===== src/rtl/rsa_io_pkg.sv =====
// Shared definitions for the RSA result I/O blocks.
//   rsa_state_e  : serializer states (idle / streaming)
//   RSA_LEN_DEF  : default operand width in bits
//   clog2        : ceiling log2 usable in parameter expressions
package rsa_io_pkg;

  typedef enum logic [0:0] {
    ST_IDLE   = 1'b0,
    ST_STREAM = 1'b1
  } rsa_state_e;

  localparam int RSA_LEN_DEF = 512;

  function automatic int clog2(input int value);
    int r;
    r = 0;
    while ((1 << r) < value) r++;
    return r;
  endfunction

endpackage


===== src/rtl/rsa_word_serializer.sv =====
// Wide-to-narrow serializer for RSA result readout. Captures one DATA_LEN-bit
// operand and streams it as N_WORDS words of BUS_W bits over valid/ready.
// Ports:
//   clk, rst_n         clock, synchronous active-low reset
//   load, load_rdy     operand handoff (accepted when both high)
//   data_in            operand, sampled on an accepted load
//   flush              synchronous abort of the current operand
//   out_valid/ready    output handshake
//   data_out           current word (0 when out_valid is low)
//   out_last           current word is the final word of the operand
//   word_idx           transfer-order index of the current word
//   busy               a transfer is in progress
module rsa_word_serializer
  import rsa_io_pkg::*;
#(
  parameter int DATA_LEN  = RSA_LEN_DEF,
  parameter int BUS_W     = 32,
  parameter int MSB_FIRST = 0,
  localparam int N_WORDS  = DATA_LEN / BUS_W,
  localparam int IDX_W    = clog2(N_WORDS)
) (
  input  logic                clk,
  input  logic                rst_n,
  input  logic                load,
  output logic                load_rdy,
  input  logic [DATA_LEN-1:0] data_in,
  input  logic                flush,
  output logic                out_valid,
  input  logic                out_ready,
  output logic [BUS_W-1:0]    data_out,
  output logic                out_last,
  output logic [IDX_W-1:0]    word_idx,
  output logic                busy
);

  if (((DATA_LEN % BUS_W) != 0) || (N_WORDS < 2)) begin : g_bad_cfg
    $error("rsa_word_serializer: DATA_LEN must be a multiple of BUS_W with at least 2 words");
  end

  localparam logic [IDX_W-1:0] LAST_IDX = IDX_W'(N_WORDS - 1);

  function automatic logic [BUS_W-1:0] head_word(input logic [DATA_LEN-1:0] d);
    if (MSB_FIRST != 0) return d[DATA_LEN-1 -: BUS_W];
    else                return d[BUS_W-1:0];
  endfunction

  // Drop the word just sent; vacated bits fill with zero.
  function automatic logic [DATA_LEN-1:0] shift_word(input logic [DATA_LEN-1:0] d);
    if (MSB_FIRST != 0) return d << BUS_W;
    else                return d >> BUS_W;
  endfunction

  rsa_state_e          state_p0, state_nxt;
  logic [DATA_LEN-1:0] shreg_p0, shreg_nxt;
  logic [IDX_W-1:0]    idx_p0, idx_nxt;
  logic                vld_p0;
  logic                last_p0;
  logic                xfer;
  logic                load_acc;

  assign vld_p0   = (state_p0 == ST_STREAM);
  assign last_p0  = vld_p0 && (idx_p0 == LAST_IDX);
  assign xfer     = vld_p0 && out_ready;
  // Combinational on out_ready so a new operand can follow the last word
  // without a bubble.
  assign load_rdy = !flush && (!vld_p0 || (xfer && last_p0));
  assign load_acc = load && load_rdy;

  always_comb begin
    state_nxt = state_p0;
    shreg_nxt = shreg_p0;
    idx_nxt   = idx_p0;
    if (flush) begin
      state_nxt = ST_IDLE;
      shreg_nxt = '0;
      idx_nxt   = '0;
    end else begin
      case (state_p0)
        ST_IDLE: begin
          if (load_acc) begin
            state_nxt = ST_STREAM;
            shreg_nxt = data_in;
            idx_nxt   = '0;
          end
        end
        ST_STREAM: begin
          if (xfer) begin
            if (last_p0) begin
              if (load_acc) begin
                shreg_nxt = data_in;
              end else begin
                state_nxt = ST_IDLE;
                shreg_nxt = '0;
              end
              idx_nxt = '0;
            end else begin
              shreg_nxt = shift_word(shreg_p0);
              idx_nxt   = idx_p0 + IDX_W'(1);
            end
          end
        end
        default: begin
          state_nxt = ST_IDLE;
          shreg_nxt = '0;
          idx_nxt   = '0;
        end
      endcase
    end
  end

  // Stage p0: state, shift register and word counter
  always_ff @(posedge clk) begin
    if (!rst_n) begin
      state_p0 <= ST_IDLE;
      shreg_p0 <= '0;
      idx_p0   <= '0;
    end else begin
      state_p0 <= state_nxt;
      shreg_p0 <= shreg_nxt;
      idx_p0   <= idx_nxt;
    end
  end

  assign out_valid = vld_p0;
  assign busy      = vld_p0;
  assign out_last  = last_p0;
  assign word_idx  = idx_p0;
  assign data_out  = vld_p0 ? head_word(shreg_p0) : '0;

endmodule


===== config.mk =====
export PLATFORM = sky130hd
export DESIGN_NAME = rsa_word_serializer
export DESIGN_NICKNAME = d
export VERILOG_FILES = /design/src/rtl/rsa_io_pkg.sv /design/src/rtl/rsa_word_serializer.sv
export SDC_FILE = /design/constraint.sdc
export NUM_CORES = 2
export LEC_CHECK = 0
export ABC_AREA = 1
export BUFFER_PORTS_ARGS = -buffer_cell sky130_fd_sc_hd__buf_2
export CORE_MARGIN = 2
export CORE_UTILIZATION = 32
export DETAILED_ROUTE_END_ITERATION = 6
export GPL_TIMING_DRIVEN = 1
export REMOVE_ABC_BUFFERS = 1
export SLEW_MARGIN = 20
export SYNTH_ARGS = -nofsm -noshare
export SYNTH_HDL_FRONTEND = slang
export SYNTH_SLANG_ARGS = --single-unit
export TNS_END_PERCENT = 30

===== constraint.sdc =====
create_clock -name clk -period 1.6 [get_ports clk]
set_input_delay 0.08 -clock clk [delete_from_list [all_inputs] [get_ports clk]]
set_output_delay 0.08 -clock clk [all_outputs]
set_load 0.02 [all_outputs]

==> impl_metrics.py <==
metrics = {
    "timing": {
        "final-max-slew-violation-count": 0,
        "tightest_slew_ps": 508,
        "setup_viol": 552,
        "post-route-period-util": 1.19,
        "setup_ws_ps": -309,
        "hold_violations": 0,
        "slew_headroom": 0.661,
        "fmax_mhz": 524,
        "rsz0062_at_grt": "true",
        "worst_clock_skew_ps": 25.9,
        "min_period_ps": 1910,
    },
    "synthesis": {
        "yosys.area.top_type_share": 0.441,
        "synth-seq-area-share": 0.441,
        "yosys.area.top_type": "dfxtp_1",
        "ys_ff_latch": 517,
        "synth_area_leaders": "dfxtp_1 44%, nand2_1 12%, a21oi_1 11%",
        "avgSynthCellArea_um2": 6.99,
        "synth_cell_types": 21,
        "syn_inst": 3358,
        "synthAdderAreaFrac": 0.000533,
        "yosys.area_share.simple": 0.171,
        "syn-cell-area_mm2": 0.0235,
        "synthMuxAreaShare": 0,
        "yosysWarnings": 0,
        "synth_top_family_by_area": "compound AO/OA/AOI/OAI gates",
        "synth_xor_area_frac": 0.000373,
        "synth_compound_area_frac": 0.290,
    },
    "placement": {
        "dpl.hpwl_um": 55800,
        "port_buffers": 556,
        "dpl_cell_area_mm2": 0.0280,
        "placedCellCount": 4700,
        "gp_congestion": 0.812,
    },
    "setup_path": {
        "reg2reg_slack_ps": -310,
        "cp_top_family": "buffers and inverters",
        "r2r_cells": 11,
        "crit_type": "flip-flop to flip-flop",
        "start_kind": "flip-flop",
        "path_cells": "ha_4 -> nand3_4 -> buf_6 -> inv_4 -> o2111ai_4 -> nand2_8 -> buf_12 -> buf_12 -> clkbuf_16 -> nand2_4 -> a21oi_2",
        "r2r-end": "shreg_p0[13]$_SDFFE_PP0P_",
        "reg2reg_from": "word_idx[0]$_SDFFE_PP0P_",
        "crit_fanout": 7,
        "end_kind": "flip-flop",
        "cp.required_ps": 2150,
        "cp_slowest_stage_delay_ps": 350,
        "cp_slowest_cell": "dfxtp_2",
        "cp_data_arrival_time_ps": 2460,
        "critPathBufInv": 5,
        "cpMostUsedCell": "buf_12",
    },
    "global_routing": {
        "grt_pass1_vias": 27900,
        "antenna_found_initial": 5,
        "use_met3": 0.0479,
        "top_usage_layer": "met2",
        "use_met1": 0.314,
        "grt_max_degree": 78,
        "grt_overflow_total": 0,
        "grtUsageMet2": 0.390,
        "grt_pass1_wl_um": 151000,
        "grt.total_usage": 0.249,
    },
    "finish": {
        "areaGrowthSynthToFinish_pct": 62.3,
        "nFillCells": 6467,
        "layout.nets": 4913,
        "stdcell_count": 5408,
        "stdcell_area_mm2": 0.0381,
        "drive_gt1_frac": 0.262,
        "mostFrequentLayoutCell": "nand2_1",
        "layout_common_cells": "662 x nand2_1, 526 x buf_2, 514 x dfxtp_1",
    },
    "clocking": {
        "clkTransAtPathRegs_ps": 60,
        "numCtsBuffers": 58,
        "cts_tree": "yes",
        "clk_latency_ps": 620,
        "cts_num_sinks": 517,
        "cts_buffer_depth": 3,
        "cts-htree-levels": 2,
        "cts-root-buf": "clkbuf_16",
    },
    "die": {
        "core_mm2": 0.0728,
        "die_x_um": 275,
        "die_y_um": 275,
        "rows": 99,
        "initial_core_util": 0.322,
        "io_pins": 557,
        "die-area_mm2": 0.0755,
    },
    "drt": {
        "vias_per_cell": 5.45,
        "ant_nets": 0,
        "drc": 1,
        "drtIter0Drc": 2880,
        "wl_per_cell_um": 19.4,
        "firstDrtPassIters": 7,
        "vias": 29500,
        "drt_wl_total_um": 105000,
    },
    "hold_path": {
        "hold_path_class": "input pin to flip-flop",
        "hp-start": "rst_n",
        "hold_path_end": "shreg_p0[259]$_SDFFE_PP0P_",
        "holdPathStages": 6,
    },
    "pwr": {
        "power_leakage_nw": 17.8,
        "powerDensity_mw_per_mm2": 881,
        "ir_drop_v": 0.000831,
    },
    "run_status": {
        "outcome": "finished with violations",
        "violations": "design-rule violations, negative setup slack",
    },
    "run": {
        "maxCapViolations": 0,
    },
}
-- what timing repair did --
action,4_1_cts,5_1_grt
resized for setup,154,318
cloned,15,23
hold buffers,513,0
endpoints found under the setup margin,528,552
endpoints found under the hold margin,513,0
buffers inserted,32,18
pin swaps,21,59
-- worst register-to-register path, stage by stage (launching register included) --
cell	delay [ps]
dfxtp_2	350
ha_4	150
nand3_4	80
buf_6	130
inv_4	50
o2111ai_4	130
nand2_8	190
buf_12	180
buf_12	160
clkbuf_16	190
nand2_4	60
a21oi_2	150
-- logic make-up (layout without fill, tap and decap cells) --
family                     after synthesis  in the layout
DFF                                    517            517
adders and majority gates                1              1
xor gates and xnor gates                 1              1
and+or+nand+nor                        993            993
other                                    0              6
AOI/OAI and AO/OA                     1286           1286
buffers and inverters                  560           1645
-- metal layers --
metal	up-vias	share of wire	wire length, um
met3	507	0.078	8160
met5	-	0.00059	62
met2	1715	0.46	48500
met4	4	0.064	6680
li1	13500	-	-
met1	13700	0.40	41700
-- flip-flops by register name, summed over array words and instances (netlist names) --
signal,flops
busy,1
word_idx,4
shreg_p0,512
-- report_power, final --
group          total [mW]  internal [mW]  switching (mW)
Clock                13.7           7.94            5.79
Sequential           13.7           13.4           0.285
Combinational        6.12           2.91            3.22
-- per-stage QoR --
stage                     power [mW]  hold slack [ps]  setup TNS, ps  setup WS, ps  utilization
final                           33.5             89.6         -93390          -309        0.523
after CTS                       33.0             40.8        -110420          -341        0.498
after global routing            34.8             92.1        -151180          -434        0.523
after detailed placement        18.0              333         -41440          -168        0.384
after global placement          18.0              330         -25380          -113        0.384
after floorplan                 16.5              201       -8064880        -16510            -
-- cell usage after synthesis --
cell       number
a21oi_1       515
a31oi_1       287
buf_1          24
buf_2          78
buf_4          23
clkbuf_1      211
dfxtp_1       517
ha_1            1
inv_1         221
inv_2           3
nand2_1       769
nand2_2         2
nand3_1       215
nand3_2         2
nand3b_1        1
nor2_1          4
o2111ai_1       1
o21a_1          1
o21ai_0       465
o21ai_1        17
xor2_1          1
-- final cells by class --
class	count	area [um^2]	share of cell area
Timing Repair Buffer	1313	11700	0.308
Antenna cell	6	15.0	0.000394
Clock buffer	81	1640	0.0430
Sequential cell	517	10400	0.272
Multi-Input combinational cell	2281	12000	0.315
Clock inverter	27	287	0.00752
Tap cell	959	1200	0.0315
Inverter	224	858	0.0225
-- how the worst max path moves through the flow --
stage                     slack (ps)                    endpoint  cells past startpoint                startpoint
after floorplan               -16510  shreg_p0[101]$_SDFFE_PP0P_                      6           busy$_SDFF_PP0_
after global placement          -110  shreg_p0[165]$_SDFFE_PP0P_                      9  word_idx[0]$_SDFFE_PP0P_
after detailed placement        -170  shreg_p0[132]$_SDFFE_PP0P_                      9  word_idx[0]$_SDFFE_PP0P_
after CTS                       -340                    load_rdy                      8  word_idx[1]$_SDFFE_PP0P_
after global routing            -430   shreg_p0[66]$_SDFFE_PP0P_                     11  word_idx[0]$_SDFFE_PP0P_
final                           -310   shreg_p0[13]$_SDFFE_PP0P_                     11  word_idx[0]$_SDFFE_PP0P_
(Power assumes the default switching activity.)
